## src/rtl/riscv_pkg.sv

```systemverilog
// Shared RISC-V trap definitions: interrupt/exception codes, trap FSM states, interrupt priority order.
// Optional macro TRAP_CTRL_SMODE_EN lets the supervisor interrupts (SEI/SSI/STI) take part in selection.
package riscv_pkg;

    typedef enum logic [4:0] {
        IRQ_SSI = 5'd1,
        IRQ_MSI = 5'd3,
        IRQ_STI = 5'd5,
        IRQ_MTI = 5'd7,
        IRQ_SEI = 5'd9,
        IRQ_MEI = 5'd11,
        IRQ_COI = 5'd13
    } int_code_e;

    typedef enum logic [4:0] {
        EXC_INSN_MISALIGN = 5'd0,
        EXC_INSN_FAULT    = 5'd1,
        EXC_ILLEGAL_INSN  = 5'd2,
        EXC_BREAKPOINT    = 5'd3,
        EXC_LOAD_MISALIGN = 5'd4,
        EXC_LOAD_FAULT    = 5'd5,
        EXC_STORE_MISALIGN= 5'd6,
        EXC_STORE_FAULT   = 5'd7,
        EXC_ECALL_U       = 5'd8,
        EXC_ECALL_S       = 5'd9,
        EXC_ECALL_M       = 5'd11,
        EXC_INSN_PAGE     = 5'd12,
        EXC_LOAD_PAGE     = 5'd13,
        EXC_STORE_PAGE    = 5'd15
    } exc_code_e;

    typedef enum logic [1:0] {
        TRAP_IDLE   = 2'd0,
        TRAP_FLUSH  = 2'd1,
        TRAP_COMMIT = 2'd2
    } trap_ctrl_state_e;

    // Highest priority first.
    localparam int unsigned INT_PRIO_NUM = 7;
    localparam int_code_e INT_PRIO [INT_PRIO_NUM] = '{
        IRQ_MEI, IRQ_MSI, IRQ_MTI, IRQ_SEI, IRQ_SSI, IRQ_STI, IRQ_COI
    };

    function automatic logic int_code_enabled(input int_code_e c);
`ifdef TRAP_CTRL_SMODE_EN
        return 1'b1;
`else
        return !(c inside {IRQ_SEI, IRQ_SSI, IRQ_STI});
`endif
    endfunction

    // Bit set for every interrupt code that may ever be selected in this build.
    function automatic logic [31:0] int_code_mask();
        logic [31:0] m;
        m = '0;
        for (int unsigned i = 0; i < INT_PRIO_NUM; i++) begin
            if (int_code_enabled(INT_PRIO[i])) begin
                m[INT_PRIO[i]] = 1'b1;
            end
        end
        return m;
    endfunction

endpackage

```

## src/rtl/int_prio_enc.sv

```systemverilog
// Fixed-priority interrupt encoder: picks the highest-priority pending code from an already-masked vector.
// NUM_IRQ must not exceed 32.
module int_prio_enc
    import riscv_pkg::*;
#(
    parameter int NUM_IRQ = 16
) (
    input  logic [NUM_IRQ-1:0] pend_i,
    output logic               valid_o,
    output logic [4:0]         code_o
);

    logic [31:0] pend_ext;

    always_comb begin
        pend_ext = '0;
        pend_ext[NUM_IRQ-1:0] = pend_i;
        valid_o = 1'b0;
        code_o  = '0;
        // Walk the list in priority order; the first hit sticks.
        for (int unsigned i = 0; i < INT_PRIO_NUM; i++) begin
            if (!valid_o && pend_ext[INT_PRIO[i]]) begin
                valid_o = 1'b1;
                code_o  = INT_PRIO[i];
            end
        end
    end

endmodule

```

## src/rtl/trap_ctrl.sv

```systemverilog
// Trap controller: arbitrates interrupts vs. synchronous exceptions, flushes the pipeline, commits the trap.
// Optional macro TRAP_CTRL_SMODE_EN (see riscv_pkg) enables supervisor interrupts.
module trap_ctrl
    import riscv_pkg::*;
#(
    parameter int XLEN    = 32,
    parameter int NUM_IRQ = 16
) (
    input  logic               clk,
    input  logic               rst_n,
    input  logic [NUM_IRQ-1:0] mip_i,
    input  logic [NUM_IRQ-1:0] mie_i,
    input  logic               gie_i,
    input  logic               exc_valid_i,
    input  logic [4:0]         exc_code_i,
    input  logic [XLEN-1:0]    exc_pc_i,
    input  logic [XLEN-1:0]    exc_tval_i,
    input  logic [XLEN-1:0]    cur_pc_i,
    output logic               flush_o,
    input  logic               flush_ack_i,
    output logic               trap_valid_o,
    input  logic               trap_ready_i,
    output logic               trap_is_int_o,
    output logic [4:0]         trap_code_o,
    output logic [XLEN-1:0]    trap_epc_o,
    output logic [XLEN-1:0]    trap_tval_o,
    output logic               busy_o
);

    localparam logic [31:0] INT_MASK = int_code_mask();

    trap_ctrl_state_e  state_q, state_d;
    logic              is_int_q, is_int_d;
    logic [4:0]        code_q, code_d;
    logic [XLEN-1:0]   epc_q, epc_d;
    logic [XLEN-1:0]   tval_q, tval_d;

    logic [NUM_IRQ-1:0] irq_pend;
    logic               irq_valid;
    logic [4:0]         irq_code;

    assign irq_pend = mip_i & mie_i & INT_MASK[NUM_IRQ-1:0];

    int_prio_enc #(
        .NUM_IRQ (NUM_IRQ)
    ) u_int_prio_enc (
        .pend_i  (irq_pend),
        .valid_o (irq_valid),
        .code_o  (irq_code)
    );

    always_comb begin
        state_d  = state_q;
        is_int_d = is_int_q;
        code_d   = code_q;
        epc_d    = epc_q;
        tval_d   = tval_q;
        unique case (state_q)
            TRAP_IDLE: begin
                // A coincident exception is dropped; its instruction replays after the flush.
                if (gie_i && irq_valid) begin
                    is_int_d = 1'b1;
                    code_d   = irq_code;
                    epc_d    = cur_pc_i;
                    tval_d   = '0;
                    state_d  = TRAP_FLUSH;
                end else if (exc_valid_i) begin
                    is_int_d = 1'b0;
                    code_d   = exc_code_i;
                    epc_d    = exc_pc_i;
                    tval_d   = exc_tval_i;
                    state_d  = TRAP_FLUSH;
                end
            end
            TRAP_FLUSH: begin
                if (flush_ack_i) state_d = TRAP_COMMIT;
            end
            TRAP_COMMIT: begin
                if (trap_ready_i) state_d = TRAP_IDLE;
            end
            default: state_d = TRAP_IDLE;
        endcase
    end

    always_ff @(posedge clk or negedge rst_n) begin
        if (!rst_n) begin
            state_q  <= TRAP_IDLE;
            is_int_q <= 1'b0;
            code_q   <= '0;
            epc_q    <= '0;
            tval_q   <= '0;
        end else begin
            state_q  <= state_d;
            is_int_q <= is_int_d;
            code_q   <= code_d;
            epc_q    <= epc_d;
            tval_q   <= tval_d;
        end
    end

    assign flush_o       = (state_q == TRAP_FLUSH);
    assign trap_valid_o  = (state_q == TRAP_COMMIT);
    assign busy_o        = (state_q != TRAP_IDLE);
    assign trap_is_int_o = is_int_q;
    assign trap_code_o   = code_q;
    assign trap_epc_o    = epc_q;
    assign trap_tval_o   = tval_q;

endmodule

```

## config.mk

```make
export PLATFORM = sky130hd
export DESIGN_NAME = trap_ctrl
export DESIGN_NICKNAME = d
export VERILOG_FILES = /design/src/rtl/riscv_pkg.sv /design/src/rtl/int_prio_enc.sv /design/src/rtl/trap_ctrl.sv
export SDC_FILE = /design/constraint.sdc
export NUM_CORES = 1
export LEC_CHECK = 0
export ABC_AREA = 1
export CAP_MARGIN = 25
export CORE_ASPECT_RATIO = 0.5
export CORE_UTILIZATION = 38
export DETAILED_ROUTE_END_ITERATION = 6
export HOLD_SLACK_MARGIN = 0.03
export PLACE_DENSITY = 0.82
export RECOVER_POWER = 25
export SETUP_SLACK_MARGIN = 0.2
export SYNTH_ARGS = -nofsm -noshare
export SYNTH_HDL_FRONTEND = slang
export SYNTH_SLANG_ARGS = --single-unit
export TNS_END_PERCENT = 20
```

## constraint.sdc

```tcl
create_clock -name clk -period 1.6 [get_ports clk]
set_clock_uncertainty 0.05 [all_clocks]
set_input_delay 0.32 -clock clk [delete_from_list [all_inputs] [get_ports clk]]
set_output_delay 0.32 -clock clk [all_outputs]
set_load 0.03 [all_outputs]
```

==> summary.md <==
| Metric | Value |
|---|---|
| Largest fanout on the critical path | `3` |
| Startpoint Class | `register` |
| Top cell type's share of synthesized area | `0.516` |
| Worst IR Drop VDD | `about 1.0 mV` |
| FF-to-FF setup slack | `0.07 ns` |
| Gr ovfl total | `0` |
| Clock buffer depth | `2` |
| Fillers | `610` |
| Post-synth EDFFs | `0` |
| Dpl hpwl | `8.09 mm` |
| Die area | `a little under 0.01 sq mm` |
| Routed vias | `between 4,000 and 5,000` |
| Peak Freq | `around 640 MHz` |
| Post-route cell area | `~0.0065 sq mm` |
| Syn avg cell area | `7.85 sq um` |
| Area after DPL | `about 0.0056 sq mm` |
| CTS Sinks | `about 70` |
| WL per Instance | `around 17 um` |
| Post-synthesis cell count | `445` |
| Power Density | `roughly 1900 mW/mm^2` |
| Hold Path Class | `reg -> reg` |
| Core Footprint | `0.00880 sq mm` |
| Worst r2r src | `state_q[1]$_DFFE_PN0P_` |
| Iteration-0 DRC count of the detailed router | `approximately 260` |
| GPL Wtd Cong | `between 0.7 and 0.8` |
| Least-Margin Pin Slew | `0.849 ns` |
| Clock Pin Slew Worst Setup and Hold Paths | `0.06 ns` |
| Post-DRT Antenna Nets | `0` |
| WHS Path Cells | `2` |
| CTS tree | `built` |
| Vias in the first global route | `3,816` |
| RSZ-0062 raised after global routing | `true` |
| Root Driver | `clkbuf_16` |
| Hold_ws | `0.429 ns` |
| Syn_nets | `584` |
| Slew HR | `0.434` |
| Global-route wire length before repair | `18.2 mm` |
| Primary FF master, synth | `dfrtp_1` |
| Post-Route Utilization | `0.736` |
| GRT Total Usage | `0.248` |
| Warnings, synthesis | `0` |
| Power Internal | `about 7.0 mW` |
| Period Utilization, post-route | `0.974` |
| Commonest cells post-synth | `nand2_1 (185), nand3_1 (137), dfrtp_1 (72), buf_2 (20), clkbuf_1 (7)` |
| Max-Cap Viols | `0` |
| Pins Over Slew Limit | `0` |
| Detailed-route DRC error count | `0` |
| Initial antenna violation count | `0` |
| Final Hold Viols | `0` |
| Arrival @ worst endpoint | `1.19 ns` |
| CP Class | `reg -> out` |
| Synthesized area | `0.00349 sq mm` |
| Pwr Total | `roughly 12 mW` |
| Most frequent cell after synthesis | `nand2_1` |
| Worst Hold Endpoint | `trap_is_int_o$_DFFE_PN0P_` |
| Unique cell type count in the Yosys netlist | `18` |
| WL final | `about 14 mm` |
| Clock Latency Late Sink | `0.34 ns` |
| Seq/Total Area, Yosys | `0.516` |
| Leading post-synthesis cells by cell area | `dfrtp_1 (52%), nand2_1 (20%), nand3_1 (20%)` |
| Largest net degree at the start of global routing | `33` |
| Std cell rows | `24` |
| Leakage | `approximately 3.4 nW` |
| Final net count | `802` |
| IO Pins | `approximately 210` |
| Status | `finished, final reports clean` |
| Die Ht | `69.8 um` |
| Net Sw Power | `5.42 mW` |
| Ys async rst share | `1.00` |
| Sequential share of power | `0.263` |
| Die W | `138 um` |
| Area leader, netlist | `dfrtp_1` |
| Clk network pwr share | `0.187` |
| N_diodes | `0` |
| Pre-CTS setup slack | `-0.223 ns` |
| First drt pass iteration count | `5` |
| Setup Viol. Count Final | `0` |
| Non-Filler Instances | `about 800` |
| Cts bufs inserted | `9` |
| Buffers on Ports | `about 190` |
| Final worst path period need | `1.56 ns` |
| R2r worst-path depth | `9` |
| Layout cells sized above 1 | `0.168` |
| Yosys reg bits | `slightly above 70` |
| Placed instance count | `around 750` |
| Area delta synth->final | `85.4%` |
| Setup_tns | `0 ns` |
| Combinational power share | `0.550` |
| Min-Delay Startpoint | `trap_is_int_o$_DFFE_PN0P_` |
| Worst setup EP type | `primary output` |
| Final worst slack | `0.0412 ns` |
| Initial core utilization | `0.397` |
| H-Tree Depth | `3` |
| Via-to-Cell Ratio | `between 5 and 6` |
| Worst r2r dst | `trap_epc_o[15]$_DFFE_PN0P_` |
| Req. time, crit path | `about 1.2 ns` |
| Switching Fraction | `0.437` |
-- critical path: stages, from the launching register on --
cell	delay [ns]
dfrtp_1	0.41
buf_6	0.14
inv_4	0.04
nor2_4	0.12
buf_6	0.15
-- layout make-up --
| type | count | area [sq um] | share of cell area |
|---|---|---|---|
| Clock buffer | 12 | 246 | 0.0381 |
| Inverter | 7 | 41.3 | 0.00637 |
| Clock inverter | 3 | 90.1 | 0.0139 |
| Tap cell | 117 | 146 | 0.0226 |
| Multi-Input combinational cell | 332 | 1550 | 0.239 |
| Timing Repair Buffer | 241 | 2600 | 0.401 |
| Sequential cell | 72 | 1800 | 0.278 |
-- kinds of logic after synthesis --
logic type | after synthesis | synth area share
simple gates | 330 | 0.420
flops | 72 | 0.516
buf+inv | 41 | 0.0598
compound gates | 2 | 0.00466
-- repair_timing --
item / 4_1_cts / 5_1_grt
gates cloned: 0 / 9
setup endpoints to repair: 114 / 136
pin swaps: 0 / 12
hold endpoints to repair: 30 / 0
gates resized for setup: 123 / 58
hold buffers: 1 / 0
setup buffers: 1 / 11
-- power groups by stage --
| stage | Sequential (mW) | Clock (mW) | Combinational, mW |
|---|---|---|---|
| 2_1_floorplan | 4.94 | 0 | 1.72 |
| 3_3_place_gp | 3.21 | 0 | 6.22 |
| 3_5_place_dp | 3.24 | 0 | 6.33 |
| 4_1_cts | 3.22 | 2.31 | 5.89 |
| 5_1_grt | 3.35 | 2.40 | 7.19 |
| 6_report | 3.26 | 2.32 | 6.83 |
-- routing by layer --
layer	up-vias	global-route usage	share of wire
met5	-	0	0
met4	0	0.115	0.045
met1	1958	0.284	0.39
met3	56	0.0577	0.060
li1	1897	-	-
met2	155	0.436	0.51
-- registers in the layout (all words and copies together) (netlist names) --
signal,flops
trap_is_int_o,1
trap_epc_o,32
trap_tval_o,32
state_q,2
trap_code_o,5
-- cell usage in the layout, fill, tap and decap left out, types with 2 or more instances in the layout --
| master | count |
|---|---|
| buf_8 | 4 |
| buf_12 | 10 |
| nor2_4 | 2 |
| nand2_1 | 179 |
| dfrtp_1 | 71 |
| nand2_2 | 6 |
| dlymetal6s2s_1 | 9 |
| clkdlybuf4s50_1 | 104 |
| nand3_1 | 133 |
| nand2_8 | 2 |
| clkbuf_1 | 2 |
| buf_4 | 19 |
| inv_1 | 5 |
| dlygate4sd2_1 | 49 |
| clkdlybuf4s15_2 | 21 |
| bufinv_16 | 3 |
| nand3_2 | 4 |
| clkbuf_16 | 17 |
| buf_6 | 14 |
-- worst max path at each step --
stage	from	to	slack, ns
2_1_floorplan	state_q[0]$_DFFE_PN0P_	flush_o	0.34
3_3_place_gp	mip_i[7]	trap_tval_o[26]$_DFFE_PN0P_	-0.15
3_5_place_dp	mip_i[7]	trap_tval_o[23]$_DFFE_PN0P_	-0.22
4_1_cts	state_q[0]$_DFFE_PN0P_	flush_o	0.08
5_1_grt	state_q[1]$_DFFE_PN0P_	trap_epc_o[15]$_DFFE_PN0P_	0.0002
6_report	state_q[0]$_DFFE_PN0P_	flush_o	0.04
Power figures use the tool's default switching activity.
==> patch 1 (same flow settings) <==
Encoding of `trap_ctrl_state_e`: now one-hot (3 bits for 3 states).
--- a/src/rtl/riscv_pkg.sv
+++ b/src/rtl/riscv_pkg.sv
@@ -29,10 +29,10 @@
         EXC_STORE_PAGE    = 5'd15
     } exc_code_e;
 
-    typedef enum logic [1:0] {
-        TRAP_IDLE   = 2'd0,
-        TRAP_FLUSH  = 2'd1,
-        TRAP_COMMIT = 2'd2
+    typedef enum logic [2:0] {
+        TRAP_IDLE   = 3'b001,
+        TRAP_FLUSH  = 3'b010,
+        TRAP_COMMIT = 3'b100
     } trap_ctrl_state_e;
 
     // Highest priority first.
Formal check against the unedited RTL: same outputs for any inputs over 4 cycles, from zero or initial values and one cycle with rst_n low; so few cycles prove little.
==> patch 1 against the original RTL <==
Die area down 1.5%; the run now ends with negative setup slack left; synthesized area down 1.5%; total power up 11%; cell count up 0.64%; design area up 5.2%; wire length up 19%; sequential cell count up 1; global-route usage about the same; setup slack worse by 0.13 ns; via count up 6.9%; sequential power up 2%.
==> patch 1: results (changes against the original RTL) <==
[setup_path]
path_max_fanout=4  ; was 3
worstPathArrival_ns=1.32  ; was 1.19 ns
r2r-end=trap_epc_o[7]  ; was trap_epc_o[15]
rrSetupSlack_ns=-0.02  ; was 0.07 ns
cp_num_buf_inv=2  ; was 3
timing.rr.start=state_q[1]  ; unchanged

[synth]
yosysWarnings=0  ; unchanged
synth.distinct_cells=24  ; was 18
synth_commonest_cells=247 x nand2_1, 72 x dfrtp_1, 36 x nand3_1, 31 x o21ai_1, 13 x buf_2  ; was 185 x nand2_1, 137 x nand3_1, 72 x dfrtp_1, 20 x buf_2, 7 x clkbuf_1
ys_seq_area_share_pct=53.1  ; was 51.6%
synthTopCellsByArea=dfrtp_1 52%, nand2_1 27%, nand3_1 5.2%  ; was dfrtp_1 52%, nand2_1 20%, nand3_1 20%

[cells_and_area]
final_nets=806  ; was 802
clock_area_share_pct=4.85  ; was 5.20%
inverters_excl_clock=13  ; was 7
seq_cell_count=73  ; was 72
signal_buffers=234  ; was 241
buffer_area_share_pct=34.0  ; was 40.1%
seqAreaFraction_pct=26.8  ; was 27.8%
diodes=0  ; unchanged
nClkBuffers=11  ; was 12
drive_gt1_share_pct=40.2  ; was 16.8%
fillers=508  ; was 610
seqCellArea_um2=1830  ; was 1800 um^2
layout.cells.non_filler=789  ; was 784
multi_input_area_share_pct=30.1  ; was 23.9%
multi_input_gates=336  ; was 332

[global_route]
grt_pass1_vias=3770  ; was 3816
grtUsageMet2_pct=43.5  ; was 43.6%
met3_usage_pct=7.16  ; was 5.77%
grt_pass1_wl_um=17900  ; was 18200 um
grtUsageTotal_pct=24.7  ; was 24.8%
grt.met1_usage_pct=27.4  ; was 28.4%
grt_max_degree=36  ; was 33

[floorplanning]
core-area_um2=8740  ; was 8800 um^2

[pwr]
p_leak_nw=3.61  ; was 3.42 nW
peakVddDrop_mv=1.05  ; was 1.04 mV
internal_power_mw=7.36  ; was 6.98 mW

[clocking]
cts_buffer_depth=2  ; unchanged
ctsResizeCount=134  ; was 123
path_clk_slew_ns=0.07
clock_latency_ns=0.35
cts_root_buf=clkbuf_16  ; unchanged

[route]
drt_first_pass_iters=6  ; was 5
initialDrtViolationCount=467  ; was 264
vias_per_cell=5.51  ; was 5.19
wirelength_um=16200  ; was 13600 um

[placement]
gp_congestion=0.783  ; was 0.775
place_area_um2=5600  ; was 5620 um^2
post-place-ws_ns=-0.336  ; was -0.223 ns
dp_cells=742  ; was 747
dp_hpwl_um=7510  ; was 8090 um

[worst_hold_path]
min_to=trap_epc_o[19]  ; was trap_is_int_o
hold_start=trap_epc_o[19]  ; was trap_is_int_o

[status]
violations=negative setup slack
outcome=finished, violations left  ; was completed

[sta]
final-setup-viol-count=8  ; was 0
worst_slack_ns=-0.0855  ; was 0.0412 ns
final.setup.tns_ns=-0.147  ; was 0 ns
slew_headroom_pct=39.7  ; was 43.4%
hold_slack_ns=0.425  ; was 0.429 ns

-- patch 1: cell families after synthesis --
kind of cell	Yosys count	share of synthesized area, %
AO/OA/AOI/OAI	39	5.75
flip-flops	73	53.1
AND/OR/NAND/NOR	294	34.8
buffers and inverters	39	6.26
-- patch 1: power by group through the flow --
stage	logic, mW	registers, mW	clock network (mW)
after global placement	5.75	3.11	0
after floorplan	1.81	4.60	0
after CTS	5.64	3.10	2.25
after detailed placement	5.86	3.12	0
final	8.21	3.33	2.26
after global routing	8.54	3.40	2.35
-- patch 1: routing by layer --
metal / share of wire, % / vias to the layer above
met4: 6.5 / 0
met1: 37 / 2076
met2: 47 / 306
met5: 0 / -
met3: 8.9 / 113
li1: - / 1851
-- patch 1: worst register-to-register path, stage by stage (launching register included) --
cell,delay (ns)
dfrtp_1,0.42
inv_2,0.10
nand3_4,0.12
buf_12,0.14
clkinv_16,0.08
nand2_8,0.15
clkinv_8,0.12
clkbuf_16,0.19
nand2_2,0.07
nand2_1,0.05
==> patch 2 (same settings) <==
Made on the original files. Add a define of `TRAP_CTRL_SMODE_EN`.
--- a/src/rtl/riscv_pkg.sv
+++ b/src/rtl/riscv_pkg.sv
@@ -1,5 +1,7 @@
 // Shared RISC-V trap definitions: interrupt/exception codes, trap FSM states, interrupt priority order.
 // Optional macro TRAP_CTRL_SMODE_EN lets the supervisor interrupts (SEI/SSI/STI) take part in selection.
+`define TRAP_CTRL_SMODE_EN
+
 package riscv_pkg;
 
     typedef enum logic [4:0] {
Function: changed (a bounded check fails within 4 cycles, from zero or initial values and one cycle with rst_n low).
==> patch 2 against the original RTL <==
Cell count grew 2.3%; clock power shrank 14%; non-clock buffer count grew 1; register-to-register slack lost 0.05 ns; setup slack lost 0.026 ns; the flow now finishes with violations (design-rule violations); sequential cell count is the same; count of clock-buffer cells in the layout shrank 3; wire length grew 7.5%; design area grew 3.9%; total power shrank 0.71%; synthesized area grew 2.3%.
==> patch 2: results (changes against the original RTL) <==
[placement]
gp_congestion=0.832  ; was 0.775
place_area_um2=5710  ; was 5620 um^2
io_buffers=193  ; was 187
dp_hpwl_um=7900  ; was 8090 um

[pwr]
p_leak_nw=3.54  ; was 3.42 nW
peakVddDrop_mv=0.682  ; was 1.04 mV

[global_route]
met3_usage_pct=6.03  ; was 5.77%
grt_pass1_vias=3778  ; was 3816
grt.met1_usage_pct=28.4  ; about the same
antenna_found_initial=0  ; unchanged
grt_pass1_wl_um=18700  ; was 18200 um
grtUsageMet2_pct=43.7  ; was 43.6%
grtUsageTotal_pct=24.3  ; was 24.8%
grt_max_degree=35  ; was 33

[setup_path]
slowest_delay_ns=0.45  ; was 0.41 ns
slowest_stage=dfrtp_2  ; was dfrtp_1
cpLargestDelayFamily=buffers and inverters  ; was flip-flops
path_max_fanout=8  ; was 3

[route]
drt_first_pass_iters=7  ; was 5
ant_nets=0  ; unchanged
drcViolationCount=8  ; was 0
vias_per_cell=5.26  ; was 5.19
initialDrtViolationCount=311  ; was 264
wirelength_um=14600  ; was 13600 um

[clocking]
path_clk_slew_ns=0.06  ; about the same
post_cts_buffers=3  ; was 1
numCtsBuffers=9  ; unchanged
cts_root_buf=clkbuf_16  ; unchanged
clock_latency_ns=0.33
cts_buffer_depth=2  ; unchanged
h-tree-depth=3  ; unchanged
postCtsHoldBufs=1  ; unchanged
ctsResizeCount=135  ; was 123

[cells_and_area]
fillers=603  ; was 610
drive_gt1_share_pct=24.7  ; was 16.8%
final_nets=819  ; was 802
diodes=0  ; unchanged

[synth]
ys_async_sr_fraction_pct=100  ; unchanged
synth.distinct_cells=23  ; was 18
synthTopCellsByArea=dfrtp_1 50%, nand2_1 23%, nand3_1 13%  ; was dfrtp_1 52%, nand2_1 20%, nand3_1 20%
syn_nets=591  ; was 584
ys_seq_area_share_pct=50.4  ; was 51.6%
synth_commonest_cells=217 x nand2_1, 93 x nand3_1, 72 x dfrtp_1, 12 x buf_2, 10 x nand3_2  ; was 185 x nand2_1, 137 x nand3_1, 72 x dfrtp_1, 20 x buf_2, 7 x clkbuf_1
yosysWarnings=0  ; unchanged

[worst_hold_path]
hp-class=reg2reg  ; unchanged

[status]
outcome=finished, violations left  ; was completed
violations=design-rule violations

[sta]
slew_headroom_pct=62.2  ; was 43.4%

patch 2: final cells by class:
class                   instances  area (um^2)  area share (%)
inverters                      12         57.6           0.855
clock buffers                   9          225            3.35
clock inverters                 7         71.3            1.06
repair buffers                242         2580            38.4
flip-flops and latches         72         1800            26.8
well taps                     117          146            2.18
multi-input cells             343         1840            27.4
patch 2: cell families after synthesis:
kind of cell | after synthesis | synth area share, %
AOI/OAI and AO/OA | 6 | 1.12
buffers and inverters | 42 | 6.51
DFF | 72 | 50.4
and+or+nand+nor | 332 | 41.9
patch 2: report_power, final:
part / internal [mW] / leakage, nW / switching [mW]
logic: 2.75 / 2.48 / 4.34
clock network: 1.21 / 0.138 / 0.796
registers: 2.66 / 0.923 / 0.567
patch 2: path summary, 6_finish.rpt:
path / startpoint / depth (start not counted) / to / slack, ns
max: state_q[1] / 7 / trap_tval_o[27] / 0.02
min: trap_epc_o[4] / 2 / trap_epc_o[4] / 0.45
max reg2reg: state_q[1] / 7 / trap_tval_o[27] / 0.02
min reg2reg: trap_epc_o[4] / 2 / trap_epc_o[4] / 0.45
max in group asynchronous: rst_n / 3 / state_q[1] / 0.28
min in group asynchronous: rst_n / 2 / trap_epc_o[26] / 0.47
patch 2: metal layers:
metal | vias up | wire [um]
li1 | 1920 | -
met3 | 51 | 937
met4 | 0 | 613
met5 | - | 0
met1 | 2020 | 5990
met2 | 230 | 7100
patch 2: through the flow:
stage                     setup WS [ns]  util (%)  cells  TNS (ns)
after floorplan                   0.270         -    452         0
after global placement           -0.380      64.0    759    -20.97
after detailed placement         -0.421      64.0    759    -24.24
after CTS                       0.00141      68.8    782         0
after global routing            -0.0172      75.4    802   -0.0172
final                            0.0151      75.4    802         0
